`config.mk`:
```
export PLATFORM = sky130hd
export DESIGN_NAME = wbu_commit
export DESIGN_NICKNAME = d
export VERILOG_FILES = /design/src/rtl/wbu_commit.sv
export SDC_FILE = /design/constraint.sdc
export NUM_CORES = 1
export LEC_CHECK = 0
export CAP_MARGIN = 20
export CORE_ASPECT_RATIO = 0.7
export CORE_UTILIZATION = 55
export CTS_CLUSTER_SIZE = 10
export DETAILED_ROUTE_END_ITERATION = 7
export HOLD_SLACK_MARGIN = 0.03
export PLACE_DENSITY = 0.8
export SYNTH_ARGS = -nofsm -noshare
export SYNTH_HDL_FRONTEND = slang
export SYNTH_SLANG_ARGS = --single-unit
```
`constraint.sdc`:
```
create_clock -name clk -period 4.9 [get_ports clk]
set_input_delay 1.225 -clock clk [delete_from_list [all_inputs] [get_ports clk]]
set_output_delay 1.225 -clock clk [all_outputs]
set_load 0.005 [all_outputs]
```
`src/rtl/wbu_commit.sv`:
```
// wbu_commit: in-order writeback result buffer that commits one instruction per cycle and halts on ebreak.
// Optional macro WBU_PERF_COUNTER_EN adds a 64-bit retired-instruction counter (retired_cnt_o).
//
// state | meaning
// RUN   | accepting results and committing the head entry
// HALT  | ebreak committed; buffer frozen until reset
module wbu_commit #(
    parameter int DEPTH = 4
) (
    input  logic        clk,
    input  logic        rst_n,
    input  logic        wbu_valid_pre_i,
    output logic        wbu_ready_pre_o,
    input  logic        wena_i,
    input  logic [4:0]  waddr_i,
    input  logic [31:0] wdata_i,
    input  logic [31:0] pc_i,
    input  logic [31:0] inst_i,
    input  logic        commit_hold_i,
    output logic        commit_valid_o,
    output logic        commit_wena_o,
    output logic [4:0]  commit_waddr_o,
    output logic [31:0] commit_wdata_o,
    output logic [31:0] commit_pc_o,
    output logic [31:0] commit_inst_o,
    output logic        halt_o
`ifdef WBU_PERF_COUNTER_EN
    ,
    output logic [63:0] retired_cnt_o
`endif
);

    localparam int AW = (DEPTH > 1) ? $clog2(DEPTH) : 1;
    localparam logic [31:0] EBREAK = 32'h0010_0073;
    localparam logic [0:0] RUN  = 1'b0;
    localparam logic [0:0] HALT = 1'b1;

    typedef struct packed {
        logic        wena;
        logic [4:0]  waddr;
        logic [31:0] wdata;
        logic [31:0] pc;
        logic [31:0] inst;
    } entry_t;

    entry_t        mem [DEPTH];
    entry_t        head;
    logic [AW-1:0] wr_ptr;
    logic [AW-1:0] rd_ptr;
    logic [AW:0]   cnt;
    logic [0:0]    state;
    logic          empty;
    logic          push;
    logic          pop;

    assign empty = (cnt == '0);
    assign head  = mem[rd_ptr];

    assign wbu_ready_pre_o = (cnt < (AW+1)'(DEPTH)) && (state == RUN);
    assign commit_valid_o  = !empty && !commit_hold_i && (state == RUN);
    assign halt_o          = (state == HALT);

    assign push = wbu_valid_pre_i && wbu_ready_pre_o;
    assign pop  = commit_valid_o;

    // Storage is never reset, so every head field is masked while empty.
    assign commit_wena_o  = empty ? 1'b0  : head.wena;
    assign commit_waddr_o = empty ? 5'd0  : head.waddr;
    assign commit_wdata_o = empty ? 32'd0 : head.wdata;
    assign commit_pc_o    = empty ? 32'd0 : head.pc;
    assign commit_inst_o  = empty ? 32'd0 : head.inst;

    always_ff @(posedge clk) begin
        if (push) begin
            mem[wr_ptr] <= '{wena: wena_i, waddr: waddr_i, wdata: wdata_i,
                             pc: pc_i, inst: inst_i};
        end
    end

    always_ff @(posedge clk or negedge rst_n) begin
        if (!rst_n) begin
            wr_ptr <= '0;
            rd_ptr <= '0;
            cnt    <= '0;
        end else begin
            if (push) begin
                wr_ptr <= wr_ptr + AW'(1);
            end
            if (pop) begin
                rd_ptr <= rd_ptr + AW'(1);
            end
            if (push && !pop) begin
                cnt <= cnt + (AW+1)'(1);
            end else if (pop && !push) begin
                cnt <= cnt - (AW+1)'(1);
            end
        end
    end

    always_ff @(posedge clk or negedge rst_n) begin
        if (!rst_n) begin
            state <= RUN;
        end else if (state == RUN && pop && head.inst == EBREAK) begin
            state <= HALT;
        end
    end

`ifdef WBU_PERF_COUNTER_EN
    always_ff @(posedge clk or negedge rst_n) begin
        if (!rst_n) begin
            retired_cnt_o <= 64'd0;
        end else if (pop) begin
            retired_cnt_o <= retired_cnt_o + 64'd1;
        end
    end
`endif

endmodule

```
After elaboration in Yosys (flattened, before gate mapping). Memories as Yosys holds them, arrays and structs flattened. Index checks and enable logic that the tools add are counted. W data, S select, Z words.

Output and inout bits: 105. Bits in registers: 8. Latch bits: 0. Memories kept: 1. Word-level logic and storage cells: 35. ROM bits: 0. RAM bits: 408. Bits of input ports: 106.

Memories: mem (depth 4, width 102, read ports 1, clocked after Yosys merged registers in 0, write ports 1, RTL line 46) `entry_t mem [DEPTH];`.

Reduce and logical (&&, ||, !) cells: 14. $lt $le $gt $ge: 1. Divide/modulo/power cells: 0. Bitwise operators: 1. Add/sub/neg operators: 4. Eq/ne operators: 1. Shift operators: 0. Mux-type cells: 9. $mul: 0.

Operators by type and width (count): $mux W32 (3); $eq A32 B21 Y1 const B (1); $logic_and A1 B1 Y1 (8); $mux W3 (2); $mux W5 (1); $add A2 B1 Y2 const B (2); $logic_not A1 Y1 (4); $add A3 B1 Y3 const B (1); $logic_not A3 Y1 (1); $lt A3 B3 Y1 const B (1); $mux W1 (3); $sub A3 B1 Y3 const B (1); $reduce_bool A2 Y1 (1); $not A1 Y1 (1).

Longest topological paths before layout.
Word-level depth: 7. Depth in mapped cells: 9. Depth with buffers taken out: 9.

Worst setup path before layout. OpenSTA, ideal clock, no wires.

Path kind: in2reg. Start point: input wbu_valid_pre_i. End point: memory mem[0][0] in the netlist's numbering, enable pin. Stages on the path: 1. Setup slack: 0.804 ns. Arrival time: 3.623 ns. Path buffers: 0. Data required time: 4.427 ns. Library setup time: 0.473 ns. Path through: and3_1.

Cells in the longest elaborated chain, start to end: 3.

RTL lines: from (decl) (RTL line 12) `input logic wbu_valid_pre_i,`; $logic_and A1 B1 Y1 (RTL line 63) `assign push = wbu_valid_pre_i && wbu_ready_pre_o;`; $mux W1 (RTL line 74) `if (push) begin`; $mux W1 (not written as such) (RTL line 75) `mem[wr_ptr] <= '{wena: wena_i, waddr: waddr_i, wdata: wdata_i,`; to (decl) (RTL line 46).

Every way passes these cells.

Worst setup path in the final report.
Start point: register rd_ptr[1]. End point: output commit_wdata_o[20].

Cells in the longest elaborated chain, start to end: 2.

RTL lines: from (decl) (RTL line 49) `logic [AW-1:0] rd_ptr;`; from (signal assigned) (RTL line 90) `rd_ptr <= rd_ptr + AW'(1);`; $mem_v2 Z4 W102; $mux W32 (RTL line 69) `assign commit_wdata_o = empty ? 32'd0 : head.wdata;`; to (decl) (RTL line 23) `output logic [31:0] commit_wdata_o,`.

Every way passes these cells.

==> results.txt <==
The flow ran to the end, and the final reports show no timing, DRC or antenna violations. The highest cell delay on the worst timing path is 0.92 ns. The wire length per cell after detailed routing is 22.9 um. The clock latency on the worst-skew pair is 0.55 ns. For this run, the leading register cell type out of synthesis is sky130_fd_sc_hd__edfxtp_1.

Across the VDD grid, the largest voltage drop is 0.000341 V. The post-layout utilization of the core is 70.6%. Walking the worst path, the cells encountered are buf_4 -> mux4_2 -> nor2b_1 -> clkdlybuf4s50_1. The average instance in the mapped netlist occupies 22.9 sq um. The power density normalized to cell area came out at 371 nW/um^2. The longest clock path from root to sink contains 3 buffers.

Sorting the synthesized cells by area gives the leading types as sky130_fd_sc_hd__edfxtp_1 (77%), sky130_fd_sc_hd__mux4_2 (14%), sky130_fd_sc_hd__nor2b_1 (4.0%). The most critical setup path has its startpoint at rd_ptr[1]$_DFFE_PN0P_. The routed layout has 7530 vias. The number of H-tree branching levels came out at 2. The total wire length came out at 30.6 mm. The final count of hold timing violations was 0. STA classifies the critical path endpoint as an output port. The met2 layer wire length in the routed design is 14.6 mm. In the synthesized netlist the async set-or-reset flop fraction comes to 1.92%. The start point of the worst hold path is cnt[2]$_DFFE_PN0P_. The gate count of the mapped netlist came out at 696. The number of antenna violations at the first check in global routing is 2. The overall track demand over capacity in global routing came out at 21.0%.

The clock buffer count from CTS came out at 47. For this block, wires on met1 add up to 12.8 mm. Between clock sinks in the finished design, the worst skew comes to 0.0181 ns. For the pin with the worst max-slew slack, the measured transition is 0.779 ns. Setup repair after global routing left no endpoint under its margin. The via count of the first global-routing pass is 7857. The portion of synthesized cell area occupied by the leading cell type came out at 77.0%. The post-layout minimum cycle time came out at 4.15 ns. The global-route wire length before repair came out at 45.8 mm. For this block, the initial DRC count from the detailed router was 531.

For this design the top-level I/O count stands at 211. Before antenna repair, the detailed router went through 5 iterations. Counting flops with a built-in enable in the synthesized netlist gives 408. The synthesis-to-finish area growth came out at 25.0%. The final RePlAce weighted congestion came out at 0.710.

Buffers inserted to repair hold after CTS numbered 0. The clock sink count is 416. The per-cell via count in the routed design is 5.63. The synthesized netlist contains 32 unique library cells. The data required time at the worst endpoint is 3.67 ns. The count of placed standard cells including taps came out at 1258. The worst path uses 84.6% of the clock period. The HPWL after detailed placement came out at 18.0 mm. The number of core rows is 51. The detailed-route DRC error count came out at 0. The count of final setup violators is 0.

The met3 wire length came out at 2.75 mm. When the netlist entered floorplanning its net count stood at 808. Gates resized during post-CTS repair numbered 0. The buffer type at the clock tree root is sky130_fd_sc_hd__clkbuf_16. The number of routed nets with antenna violations came out at 0. In this run the post-CTS setup repair buffer count came out at 0. The effective utilization at floorplan came out at 56.5%. The type of the setup path with the least slack is register to output port. The die is 205 um wide. Entering global routing, the biggest net connects 67 pins.

The final layout contains 1048 nets. The accumulated negative setup slack came out at 0 ns. The dominant cell type by area after synthesis is sky130_fd_sc_hd__edfxtp_1. Excluding fillers, the count of instances in the completed layout stands at 1337. The startpoint identified for the worst register-to-register timing path is rd_ptr[0]$_DFFE_PN0P_. The number of storage elements in the synthesis netlist came out at 416. The mapped cell area is 15900 sq um. The number of slew-limit violations in the final report is 0. The worst path arrival time is 2.92 ns. Of the cells placed in the final design, the portion with a size suffix greater than 1 is 18.4%. The number of max-cap violations is 0.

In this run the static leakage power is 6.32 nW. For this design, the slowest cell found on the critical path is sky130_fd_sc_hd__dfrtp_4. The count of buffers inserted at the top-level ports is 210.

The floorplan step defined a die boundary enclosing 29600 sq um. Static timing analysis puts the maximum clock frequency at 241 MHz. The aggregate global routing overflow is 0. The count of synthesis-stage warnings from yosys came out at 0. The highest net fanout along the worst path is 47. The die height came out at 144 um. The core region is 28100 sq um. The register area share after synthesis came out at 78.3%. The final-layout fill cell count is 1692. The highest layer touched by signal routing is met4.

The min-delay analysis places its worst path in the category register to register. TritonCTS built the clock tree. The element type at the critical path start is a register. The worst slew margin relative to its limit is 48.1%. The post-CTS clock slew at the launch and capture registers of the worst setup and hold paths came out at 0.06 ns.
worst paths after layout:
kind | endpoint | slack [ns] | cells past startpoint
max in group asynchronous | rd_ptr[0]$_DFFE_PN0P_ | 3.58 | 1
min in group asynchronous | rd_ptr[1]$_DFFE_PN0P_ | 0.98 | 1
worst min-delay path | cnt[2]$_DFFE_PN0P_ | 0.53 | 1
worst max register to register | halt_o$_DFFE_PN0P_ | 2.15 | 5
worst max-delay path | commit_wdata_o[20] | 0.75 | 4
worst min register to register | cnt[2]$_DFFE_PN0P_ | 0.53 | 1
cell usage after synthesis (2+ instances only):
master	instances
sky130_fd_sc_hd__buf_1	3
sky130_fd_sc_hd__buf_6	2
sky130_fd_sc_hd__mux4_2	101
sky130_fd_sc_hd__edfxtp_1	408
sky130_fd_sc_hd__ha_1	5
sky130_fd_sc_hd__nor4_1	3
sky130_fd_sc_hd__inv_1	5
sky130_fd_sc_hd__buf_4	2
sky130_fd_sc_hd__buf_2	9
sky130_fd_sc_hd__nand2_1	2
sky130_fd_sc_hd__nor2b_1	102
sky130_fd_sc_hd__nor2_1	2
sky130_fd_sc_hd__and3_1	4
sky130_fd_sc_hd__buf_12	2
sky130_fd_sc_hd__xnor2_1	3
sky130_fd_sc_hd__clkbuf_1	16
sky130_fd_sc_hd__dfrtp_1	8
sky130_fd_sc_hd__nor3_1	3
sky130_fd_sc_hd__xor2_1	3
per-layer routing:
metal,vias up,GRT usage [%]
met5,-,0
met4,0,5.22
met3,50,7.66
met2,255,32.5
met1,3880,28.7
li1,3345,-
layout make-up:
type	instances	area, sq um	share of cell area [%]
antenna	2	5.00	0.0252
sequential	416	12500	62.7
tap	371	464	2.33
multi-input combinational	241	3270	16.4
inverter	5	18.8	0.0944
clock inverter	2	50.0	0.252
clock buffer	75	1320	6.66
timing repair buffer	225	2290	11.5
worst max-delay path, delay by kind of cell, from the launching register on:
family / cells / cell delay [ns]
buf+inv: 2 / 0.92
simple gates: 1 / 0.17
mux: 1 / 0.35
flops: 1 / 0.92
stage by stage:
| stage | instance area, sq um | setup slack, ns | hold slack (ns) | total power, mW |
|---|---|---|---|---|
| floorplan | 15900 | 0.804 | 0.464 | 4.10 |
| detailed placement | 18500 | 1.17 | 0.526 | 4.31 |
| CTS | 19900 | 0.693 | 0.537 | 7.46 |
| global placement | 18500 | 1.16 | 0.509 | 4.30 |
| finish | 19900 | 0.754 | 0.528 | 7.38 |
| global route | 19900 | 0.600 | 0.550 | 7.61 |
sequential cells by signal, summed over array words and instances, names as in the netlist:
| signal | flops |
|---|---|
| wr_ptr | 2 |
| cnt | 3 |
| mem | 408 |
| rd_ptr | 2 |
| halt_o | 1 |
power by group:
part	total, mW	internal [mW]	leakage [nW]	switching (mW)
Sequential	3.91	3.91	3.75	0.00203
Combinational	0.321	0.195	1.91	0.126
Clock	3.15	1.89	0.658	1.27
layout by cell type (no fill, tap or decap):
cell	synthesis	final
sky130_fd_sc_hd__dfrtp_4	0	2
sky130_fd_sc_hd__diode_2	0	2
sky130_fd_sc_hd__nor2_1	2	2
sky130_fd_sc_hd__and4b_1	1	1
sky130_fd_sc_hd__nand2_1	2	2
sky130_fd_sc_hd__nor3_2	0	1
sky130_fd_sc_hd__nand3b_1	1	1
sky130_fd_sc_hd__inv_1	5	5
sky130_fd_sc_hd__mux4_2	101	101
sky130_fd_sc_hd__dfrtp_1	8	6
sky130_fd_sc_hd__o31ai_1	1	1
sky130_fd_sc_hd__inv_16	0	1
sky130_fd_sc_hd__xnor2_1	3	3
sky130_fd_sc_hd__buf_4	2	9
sky130_fd_sc_hd__clkbuf_16	0	49
sky130_fd_sc_hd__clkbuf_1	16	26
sky130_fd_sc_hd__nor4bb_1	1	1
sky130_fd_sc_hd__o21ai_0	1	1
sky130_fd_sc_hd__and3_4	0	4
sky130_fd_sc_hd__edfxtp_1	408	408
sky130_fd_sc_hd__mux4_1	1	1
sky130_fd_sc_hd__nand4_1	1	1
sky130_fd_sc_hd__bufinv_16	0	1
sky130_fd_sc_hd__xor2_1	3	3
sky130_fd_sc_hd__nor2b_1	102	102
sky130_fd_sc_hd__nand3_1	1	1
sky130_fd_sc_hd__mux2_2	1	1
sky130_fd_sc_hd__clkdlybuf4s50_1	0	210
sky130_fd_sc_hd__buf_12	2	6
sky130_fd_sc_hd__nor4b_2	1	1
sky130_fd_sc_hd__fa_1	1	1
sky130_fd_sc_hd__nor3_1	3	2
sky130_fd_sc_hd__and2_0	1	1
sky130_fd_sc_hd__ha_1	5	5
sky130_fd_sc_hd__nor4_1	3	3
sky130_fd_sc_hd__nor4_2	1	1
kinds of logic after synthesis:
| family | after synthesis | share of synthesized area, % |
|---|---|---|
| xor gates and xnor gates | 6 | 0.330 |
| DFF | 416 | 78.3 |
| adders and majority gates | 6 | 0.519 |
| muxes | 103 | 14.5 |
| buffers and inverters | 39 | 1.34 |
| AOI/OAI and AO/OA | 2 | 0.0786 |
| and+or+nand+nor | 124 | 4.93 |
Note: power is estimated with default switching activity, not from simulation.
